--- src/rtl/image_capture_pkg.sv ---
// Shared types and constants for the image capture sequencer.
package image_capture_pkg;

    typedef enum logic [2:0] {
        IDLE,
        SYNC,
        WAIT_VS,
        CAPTURE,
        DONE
    } capture_state_t;

    localparam int ROWS_W = 16;

    // Line counter increment that sticks at all-ones instead of wrapping.
    function automatic logic [ROWS_W-1:0] sat_inc_rows(input logic [ROWS_W-1:0] v);
        return (&v) ? v : v + 1'b1;
    endfunction

endpackage

--- src/rtl/sync_edge_detect.sv ---
// Input stage for sensor sync lines: one register stage (S), a copy of the
// previous S, and per-bit rise/fall pulses derived from S versus previous S.
module sync_edge_detect #(
    parameter int N = 2
) (
    input  logic         pixclk,
    input  logic         rst_n,
    input  logic [N-1:0] din,
    output logic [N-1:0] s,
    output logic [N-1:0] rise,
    output logic [N-1:0] fall
);

    logic [N-1:0] s_reg;
    logic [N-1:0] prev_reg;

    // Sample the pad signals, then keep one cycle of history for edges.
    always_ff @(posedge pixclk or negedge rst_n) begin
        if (!rst_n) begin
            s_reg    <= '0;
            prev_reg <= '0;
        end else begin
            s_reg    <= din;
            prev_reg <= s_reg;
        end
    end

    assign s = s_reg;

    for (genvar gi = 0; gi < N; gi++) begin : g_edge
        assign rise[gi] = s_reg[gi] & ~prev_reg[gi];
        assign fall[gi] = ~s_reg[gi] & prev_reg[gi];
    end

endmodule

--- src/rtl/image_capture_sequencer.sv ---
// Single-frame capture sequencer for a parallel sensor bus. Arms on request,
// waits for a clean frame start, skips HSKIP pixels per line and streams the
// remaining in-window pixels to a linear frame-buffer write port.
// Optional crop window: define IMAGE_CAPTURE_CROP_EN.
module image_capture_sequencer
    import image_capture_pkg::*;
#(
    parameter int WIDTH    = 8,
    parameter int MAX_COLS = 640,
    parameter int MAX_ROWS = 480,
    parameter int HSKIP    = 2,
    parameter int ADDR_W   = 19
) (
    input  logic              pixclk,
    input  logic              rst_n,
    input  logic [WIDTH-1:0]  data,
    input  logic              hsync,
    input  logic              vsync,
    input  logic              arm,
    input  logic              abort,
`ifdef IMAGE_CAPTURE_CROP_EN
    input  logic [15:0]       crop_x0,
    input  logic [15:0]       crop_y0,
    input  logic [15:0]       crop_w,
    input  logic [15:0]       crop_h,
`endif
    output logic              busy,
    output logic              done,
    output logic              err,
    output logic              wr_en,
    output logic [ADDR_W-1:0] wr_addr,
    output logic [WIDTH-1:0]  wr_data,
    output logic [ROWS_W-1:0] rows_seen
);

    localparam int LINE_PIX = HSKIP + MAX_COLS;
    localparam int COL_W    = $clog2(LINE_PIX + 2);
    localparam int TOTAL    = MAX_COLS * MAX_ROWS;

    capture_state_t    state_reg;
    logic              busy_reg, done_reg, err_reg, wr_en_reg;
    logic [ADDR_W-1:0] wr_addr_reg;
    logic [ADDR_W:0]   addr_cnt_reg;   // extra bit so the stop point never aliases to 0
    logic [WIDTH-1:0]  wr_data_reg;
    logic [WIDTH-1:0]  data_s_reg;
    logic [ROWS_W-1:0] rows_seen_reg;
    logic [COL_W-1:0]  col_cnt_reg;
`ifdef IMAGE_CAPTURE_CROP_EN
    logic [15:0]       x0_reg, y0_reg, w_reg, h_reg;
`endif

    logic [1:0] sync_s, sync_rise, sync_fall;
    logic       hsync_s, vsync_s, hsync_rise, hsync_fall, vsync_rise, vsync_fall;

    sync_edge_detect #(.N(2)) u_sync (
        .pixclk (pixclk),
        .rst_n  (rst_n),
        .din    ({vsync, hsync}),
        .s      (sync_s),
        .rise   (sync_rise),
        .fall   (sync_fall)
    );

    assign hsync_s    = sync_s[0];
    assign vsync_s    = sync_s[1];
    assign hsync_rise = sync_rise[0];
    assign hsync_fall = sync_fall[0];
    assign vsync_rise = sync_rise[1];
    assign vsync_fall = sync_fall[1];

    // Pixel data takes the same single register stage as the sync lines.
    always_ff @(posedge pixclk or negedge rst_n) begin
        if (!rst_n) data_s_reg <= '0;
        else        data_s_reg <= data;
    end

    logic [COL_W-1:0]  pix_idx, col_next;
    logic [ROWS_W-1:0] rows_new;
    int                col_i, row_i;
    logic              wr_ok, err_set;

    // Per-pixel decode: position within line/frame, write decision, error causes.
    always_comb begin
        pix_idx  = hsync_rise ? '0 : col_cnt_reg;
        rows_new = hsync_rise ? sat_inc_rows(rows_seen_reg) : rows_seen_reg;
        col_i    = int'(pix_idx) - HSKIP;
        row_i    = int'(rows_new) - 1;
        wr_ok    = hsync_s && (col_i >= 0) && (col_i < MAX_COLS) &&
                   (row_i >= 0) && (row_i < MAX_ROWS) && (int'(addr_cnt_reg) < TOTAL);
`ifdef IMAGE_CAPTURE_CROP_EN
        wr_ok    = wr_ok &&
                   (col_i >= int'(x0_reg)) && (col_i < int'(x0_reg) + int'(w_reg)) &&
                   (row_i >= int'(y0_reg)) && (row_i < int'(y0_reg) + int'(h_reg));
`endif
        if (!hsync_s)      col_next = col_cnt_reg;
        else if (&pix_idx) col_next = pix_idx;
        else               col_next = pix_idx + 1'b1;
        err_set  = (hsync_s && int'(pix_idx) >= LINE_PIX) ||
                   (hsync_rise && int'(rows_seen_reg) >= MAX_ROWS) ||
                   (hsync_fall && int'(col_cnt_reg) < LINE_PIX) ||
                   (vsync_fall && hsync_s);
    end

    // Capture FSM with all outputs registered; abort overrides everything outside IDLE.
    always_ff @(posedge pixclk or negedge rst_n) begin
        if (!rst_n) begin
            state_reg     <= IDLE;
            busy_reg      <= 1'b0;
            done_reg      <= 1'b0;
            err_reg       <= 1'b0;
            wr_en_reg     <= 1'b0;
            wr_addr_reg   <= '0;
            addr_cnt_reg  <= '0;
            wr_data_reg   <= '0;
            rows_seen_reg <= '0;
            col_cnt_reg   <= '0;
`ifdef IMAGE_CAPTURE_CROP_EN
            x0_reg        <= '0;
            y0_reg        <= '0;
            w_reg         <= '0;
            h_reg         <= '0;
`endif
        end else begin
            done_reg  <= 1'b0;
            wr_en_reg <= 1'b0;
            if (abort && state_reg != IDLE) begin
                state_reg <= IDLE;
                busy_reg  <= 1'b0;
            end else begin
                unique case (state_reg)
                    IDLE: begin
                        if (arm && !abort) begin
                            state_reg     <= SYNC;
                            busy_reg      <= 1'b1;
                            err_reg       <= 1'b0;
                            rows_seen_reg <= '0;
                            addr_cnt_reg  <= '0;
                            wr_addr_reg   <= '0;
                            col_cnt_reg   <= '0;
`ifdef IMAGE_CAPTURE_CROP_EN
                            x0_reg        <= crop_x0;
                            y0_reg        <= crop_y0;
                            w_reg         <= crop_w;
                            h_reg         <= crop_h;
`endif
                        end
                    end
                    SYNC: begin
                        if (!vsync_s) state_reg <= WAIT_VS;
                    end
                    WAIT_VS: begin
                        if (vsync_rise) begin
                            state_reg   <= CAPTURE;
                            col_cnt_reg <= '0;
                        end
                    end
                    CAPTURE: begin
                        rows_seen_reg <= rows_new;
                        col_cnt_reg   <= col_next;
                        if (wr_ok) begin
                            wr_en_reg    <= 1'b1;
                            wr_data_reg  <= data_s_reg;
                            wr_addr_reg  <= addr_cnt_reg[ADDR_W-1:0];
                            addr_cnt_reg <= addr_cnt_reg + 1'b1;
                        end
                        if (err_set) err_reg <= 1'b1;
                        if (vsync_fall) begin
                            state_reg <= DONE;
                            done_reg  <= 1'b1;
                        end
                    end
                    DONE: begin
                        state_reg <= IDLE;
                        busy_reg  <= 1'b0;
                    end
                    default: begin
                        state_reg <= IDLE;
                        busy_reg  <= 1'b0;
                    end
                endcase
            end
        end
    end

    assign busy      = busy_reg;
    assign done      = done_reg;
    assign err       = err_reg;
    assign wr_en     = wr_en_reg;
    assign wr_addr   = wr_addr_reg;
    assign wr_data   = wr_data_reg;
    assign rows_seen = rows_seen_reg;

endmodule

--- config.mk ---
export PLATFORM = sky130hd
export DESIGN_NAME = image_capture_sequencer
export DESIGN_NICKNAME = d
export VERILOG_FILES = /design/src/rtl/image_capture_pkg.sv /design/src/rtl/sync_edge_detect.sv /design/src/rtl/image_capture_sequencer.sv
export SDC_FILE = /design/constraint.sdc
export NUM_CORES = 1
export LEC_CHECK = 0
export BUFFER_PORTS_ARGS = -buffer_cell sky130_fd_sc_hd__buf_2
export CORE_ASPECT_RATIO = 1.75
export CORE_MARGIN = 2
export CORE_UTILIZATION = 50
export DETAILED_ROUTE_END_ITERATION = 8
export GPL_ROUTABILITY_DRIVEN = 0
export PLACE_DENSITY_LB_ADDON = 0.1
export SLEW_MARGIN = 5
export SYNTH_ARGS = -nofsm -noshare
export SYNTH_HDL_FRONTEND = slang
export SYNTH_SLANG_ARGS = --single-unit
--- constraint.sdc ---
create_clock -name pixclk -period 4.6 [get_ports pixclk]
set_input_delay 0.92 -clock pixclk [delete_from_list [all_inputs] [get_ports pixclk]]
set_output_delay 0.92 -clock pixclk [all_outputs]
set_load 0.02 [all_outputs]
=== Word level (Yosys, flattened, before mapping) ===
Index checks and enable logic that the tools add are counted.

* Output and inout bits: 47
* Bits of input ports: 14
* Logic and storage cells: 111
* Register bits after elaboration: 92

* Bitwise logic cells: 9
* $add $sub $neg: 5
* Multiplexer cells: 34
* Equality and inequality tests: 13
* $lt $le $gt $ge: 8
* Reductions and logical operators: 29

{| class="wikitable"
|+ Operators by type and width
! operator !! count
|-
| 2-to-1 mux 10 bit || 5
|-
| 2-to-1 mux 16 bit || 3
|-
| 2-to-1 mux 20 bit || 2
|-
| case mux 20 bit (2 select lines) || 1
|-
| 2-to-1 mux 19 bit || 2
|-
| case mux 19 bit (2 select lines) || 1
|-
| case mux 16 bit (2 select lines) || 1
|-
| case mux 10 bit (3 select lines) || 1
|-
| adder 20 x 1 -> 20 bit (second input constant) || 1
|-
| less-than comparator 20 x 19 -> 1 bit (second input constant) || 1
|-
| >= comparator 17 x 1 -> 1 bit (second input constant) || 1
|-
| less-than comparator 17 x 10 -> 1 bit (second input constant) || 1
|-
| subtractor 16 x 1 -> 17 bit (second input constant) || 1
|-
| adder 16 x 1 -> 16 bit (second input constant) || 1
|-
| >= comparator 16 x 9 -> 1 bit (second input constant) || 1
|-
| AND reduction 16 bit || 1
|-
| 2-to-1 mux 3 bit || 5
|-
| != test 3 bit (second input constant) || 4
|-
| case mux 3 bit (4 select lines) || 1
|-
| AND reduction 4 bit || 3
|-
| >= comparator 11 x 1 -> 1 bit (second input constant) || 1
|-
| logical AND 1 bit || 11
|-
| less-than comparator 11 bit (second input constant) || 1
|-
| subtractor 10 x 2 -> 11 bit (second input constant) || 1
|-
| 21 further kinds || 47
|}

=== Longest topological paths before layout ===
* Depth after elaboration: 13
* Depth in mapped cells: 15

=== Cells and area by module ===
A second synthesis with hierarchy kept.

* Cells, all modules: 555
* Area, all modules: 5,176.2 um^2

{| class="wikitable"
|+ By module, submodules not included
! module !! area each (um^2) !! cells each !! times used !! seq. area each (um^2)
|-
| image_capture_sequencer || 5,041.1 || 547 || 1 || 2,202.1
|-
| sync_edge_detect || 135.1 || 8 || 1 || 100.1
|}

=== Worst setup path before layout ===
OpenSTA, ideal clock, no wires.

* Kind: register to register
* Start: register rows_seen_reg[0] (netlist: rows_seen[0])
* End: register addr_cnt_reg[1]
* Cell stages (with the launch flop): 14
* Slack: 1.015 ns
* Path buffers: 3
* Data required time: 4.480 ns
* Arrival time: 3.466 ns
* Path through: dfrtp_1 > ha_1 > nand4_2 > or4_4 > and2_4 > or3_1 > a21oi_2 > mux2i_1 > o2111a_1 > buf_4 > nand2_2 > buf_6 > buf_6 > a31o_1

* Longest elaborated chain between the ends: 10

{| class="wikitable"
|+ Ends and longest elaborated chain
! element !! line !! text
|-
| from (decl) || image_capture_sequencer.sv:46 || <nowiki>logic [ROWS_W-1:0] rows_seen_reg;</nowiki>
|-
| from (signal assigned) || image_capture_sequencer.sv:158 || <nowiki>rows_seen_reg <= rows_new;</nowiki>
|-
| adder 16 x 1 -> 16 bit / AND reduction 16 bit (equally long branches) || image_capture_pkg.sv:16 || <nowiki>return (&v) ? v : v + 1'b1;</nowiki>
|-
| 2-to-1 mux 16 bit || image_capture_pkg.sv:16 ||
|-
| 2-to-1 mux 16 bit * || image_capture_sequencer.sv:85 || <nowiki>rows_new = hsync_rise ? sat_inc_rows(rows_seen_reg) : rows_seen_reg;</nowiki>
|-
| subtractor 16 x 1 -> 17 bit * || image_capture_sequencer.sv:87 || <nowiki>row_i = int'(rows_new) - 1;</nowiki>
|-
| >= comparator 17 x 1 -> 1 bit || image_capture_sequencer.sv:89 || <nowiki>(row_i >= 0) && (row_i < MAX_ROWS) && (int'(addr_cnt_reg) < TOTAL);</nowiki>
|-
| logical AND 1 bit || image_capture_sequencer.sv:88 || <nowiki>wr_ok = hsync_s && (col_i >= 0) && (col_i < MAX_COLS) &&</nowiki>
|-
| logical AND 1 bit * (2 in a row) || image_capture_sequencer.sv:89 ||
|-
| != test 2 bit (no source line) * || -- ||
|-
| AND reduction 4 bit (no source line) * || -- ||
|-
| to (signal assigned) || image_capture_sequencer.sv:164 || <nowiki>addr_cnt_reg <= addr_cnt_reg + 1'b1;</nowiki>
|-
| to (decl) || image_capture_sequencer.sv:43 || <nowiki>logic [ADDR_W:0] addr_cnt_reg;</nowiki>
|}

Mark *: on every way between the ends. The rest lies on a longest branch, timed or not.
A chain may end at the register's enable or synchronous reset.

=== Worst setup path in the final report ===
* Start: register rows_seen_reg[0] (netlist: rows_seen[0])
* End: register addr_cnt_reg[6]

Same word-level chain as after synthesis.

==> impl_metrics.json <==
{
  "r2r_end": "addr_cnt_reg[6]$_DFFE_PN0P_",
  "syn-instance-count": 576,
  "cts_tree": "built",
  "outcome": "finished, final reports clean",
  "avgSynthCellArea_sq_um": 9.00,
  "antenna_found_initial": 0,
  "grt_pass1_vias": 4488,
  "min_path_type": "reg2reg",
  "crit_type": "reg2reg",
  "p_per_area_nw_per_um2": 340,
  "cts_buffers": 9,
  "max_clock_freq_ghz": 0.252,
  "fp.dieH_microns": 139,
  "synth_edf_count": 0,
  "firstDrtPassIters": 6,
  "period_minus_slack_ps": 3970,
  "hpwl_microns": 9480,
  "fin_nets": 642,
  "hold_buffers": 0,
  "grt_max_degree": 67,
  "synth-seq-area-share": 0.444,
  "crit_arrival_ps": 4250,
  "route.detailed.drc": 0,
  "rsz0062_at_grt": "false",
  "fin_crit_sh": 0.862,
  "wl_per_cell_microns": 18.1,
  "clk_pin_slew_worst_paths_ps": 70,
  "htree_num_levels": 3,
  "synth_top_cell_area_share": 0.444,
  "fillers": 958,
  "slew_viol_final": 0,
  "antenna_cells": 0,
  "largest_register_ffs": 20,
  "cp-end-kind": "flop",
  "synth_seq_cells": 92,
  "r2r_cells": 10,
  "crit_end": "addr_cnt_reg[6]$_DFFE_PN0P_",
  "crit_path_start": "rows_seen[0]$_DFFE_PN0P_",
  "io_pins": 61,
  "synth_ff_type": "dfrtp_1",
  "rows": 49,
  "cts_sinks": 92,
  "dpl_cell_area_sq_um": 5560,
  "synthTopCellsByCount": "92 x dfrtp_1, 62 x nand2_1, 43 x o21ai_0, 37 x nand3_1, 36 x nor2_1",
  "io_buffer_count": 60,
  "worstMarginPinSlew_ps": 849,
  "r2r_slack_ps": 630,
  "grt_pass1_wl_microns": 22300,
  "placed_cells": 736,
  "wl_microns": 13600,
  "core_sq_um": 10200,
  "synthArstFlopShare": 1.00,
  "drv_cap": 0,
  "skew_ps": 8.60,
  "whs_ps": 456,
  "synthDistinctLibCells": 61,
  "vias_per_cell": 6.20,
  "slew_headroom": 0.434,
  "start_util": 0.509,
  "dieArea_sq_um": 11200,
  "final_cells": 752,
  "syn_nets": 598,
  "drt_iter0_markers": 400,
  "grtUsageTotal": 0.251,
  "cts_root_buffer": "clkbuf_16",
  "power.leakage_nw": 2.90,
  "num_vias": 4661,
  "finalPower_w": 0.00199,
  "synth_area_sq_um": 5180,
  "clock_latency_ps": 350,
  "startpoint_type": "flop",
  "fin_tns_setup_ps": 0,
  "cp_max_fo": 13,
  "stdcell_area_sq_um": 5850,
  "grt_remaining_overflow": 0,
  "synth_area_leader_cell": "dfrtp_1",
  "synth_most_common_cell": "dfrtp_1",
  "required_ps": 4890,
  "setup_viol": 0,
  "cts_setup_buffers": 0,
  "cts_resized": 0,
  "r2r-start": "rows_seen[0]$_DFFE_PN0P_",
  "cts.path.max_buffers": 2,
  "die_x_microns": 81.0,
  "ant_nets": 0,
  "area_growth_pct": 12.8,
  "synthTopCellsByArea": "dfrtp_1 44%, nand2_1 4.5%, o21ai_0 4.2%, and3_1 4.1%, nand3_1 3.6%",
  "drive_above_1_share": 0.178,
  "irDropWorstVdd_uv": 263,
  "synth_warnings": 0,
  "hold_viol": 0
}
metrics by stage:
step,setup slack [ps],util
2_1_floorplan,1010,-
3_3_place_gp,818,0.547
3_5_place_dp,673,0.547
4_1_cts,658,0.574
5_1_grt,399,0.574
6_report,634,0.574
worst max-delay path, cell delays in order, from the launching register on:
cell and delay, ps:
dfrtp_1 480, ha_1 350, nand4_2 210, or4_4 600, and2_4 220, or3_1 370
a21oi_2 240, mux2i_1 280, o2111ai_1 440, or4_1 640, nand2_1 80
per-layer routing:
layer | GRT usage | wire [microns] | vias up
met4 | 0.116 | 450 | 0
met3 | 0.0430 | 584 | 28
li1 | - | - | 2210
met5 | 0 | 0 | -
met2 | 0.435 | 7350 | 152
met1 | 0.295 | 5220 | 2271
power by group:
group	total, W	internal [W]	switching (W)	leakage (nW)
Clock	0.000719	0.000378	0.000341	0.136
Combinational	0.000371	0.000118	0.000253	1.51
Sequential	0.000895	0.000843	0.0000515	1.25
Total	0.00199	0.00134	0.000646	2.90
how the worst min path moves through the flow:
stage,from,end,slack (ps),cells past startpoint
after floorplan,u_sync.s[0]$_DFF_PN0_,u_sync.prev_reg[0]$_DFF_PN0_,350,0
after global placement,data_s_reg[0]$_DFF_PN0_,wr_data[0]$_DFFE_PN0P_,440,1
after detailed placement,data_s_reg[0]$_DFF_PN0_,wr_data[0]$_DFFE_PN0P_,450,1
after CTS,data_s_reg[0]$_DFF_PN0_,wr_data[0]$_DFFE_PN0P_,460,1
after global routing,data_s_reg[6]$_DFF_PN0_,wr_data[6]$_DFFE_PN0P_,480,1
final,data_s_reg[0]$_DFF_PN0_,wr_data[0]$_DFFE_PN0P_,460,1
cell usage in the layout, fill, tap and decap left out, types with 11 or more instances in the layout:
cell,netlist,routed
inv_1,12,12
buf_2,8,59
a21oi_1,27,27
buf_4,2,14
nor2_1,36,36
nand4_1,11,11
dfrtp_1,92,92
and3_1,34,34
nand3_1,37,37
nand2_1,62,62
a31o_2,11,11
o21ai_0,43,43
nand2b_1,12,12
final cells by class:
cell class	instances	area (sq um)	share of cell area
timing repair buffer	73	400	0.0685
sequential	92	2300	0.394
clock inverter	6	53.8	0.00920
tap	127	159	0.0272
multi-input combinational	432	2660	0.454
inverter	12	45.0	0.00771
clock buffer	10	229	0.0392
cell families after synthesis:
kind of cell,share of synthesized area
AO/OA/AOI/OAI,0.182
XOR/XNOR,0.00676
adder cells (fa/ha/maj),0.0193
buffers and inverters,0.0442
flip-flops,0.444
multiplexers,0.0410
AND/OR/NAND/NOR,0.262
No activity file was read; power rests on OpenSTA's default activity.
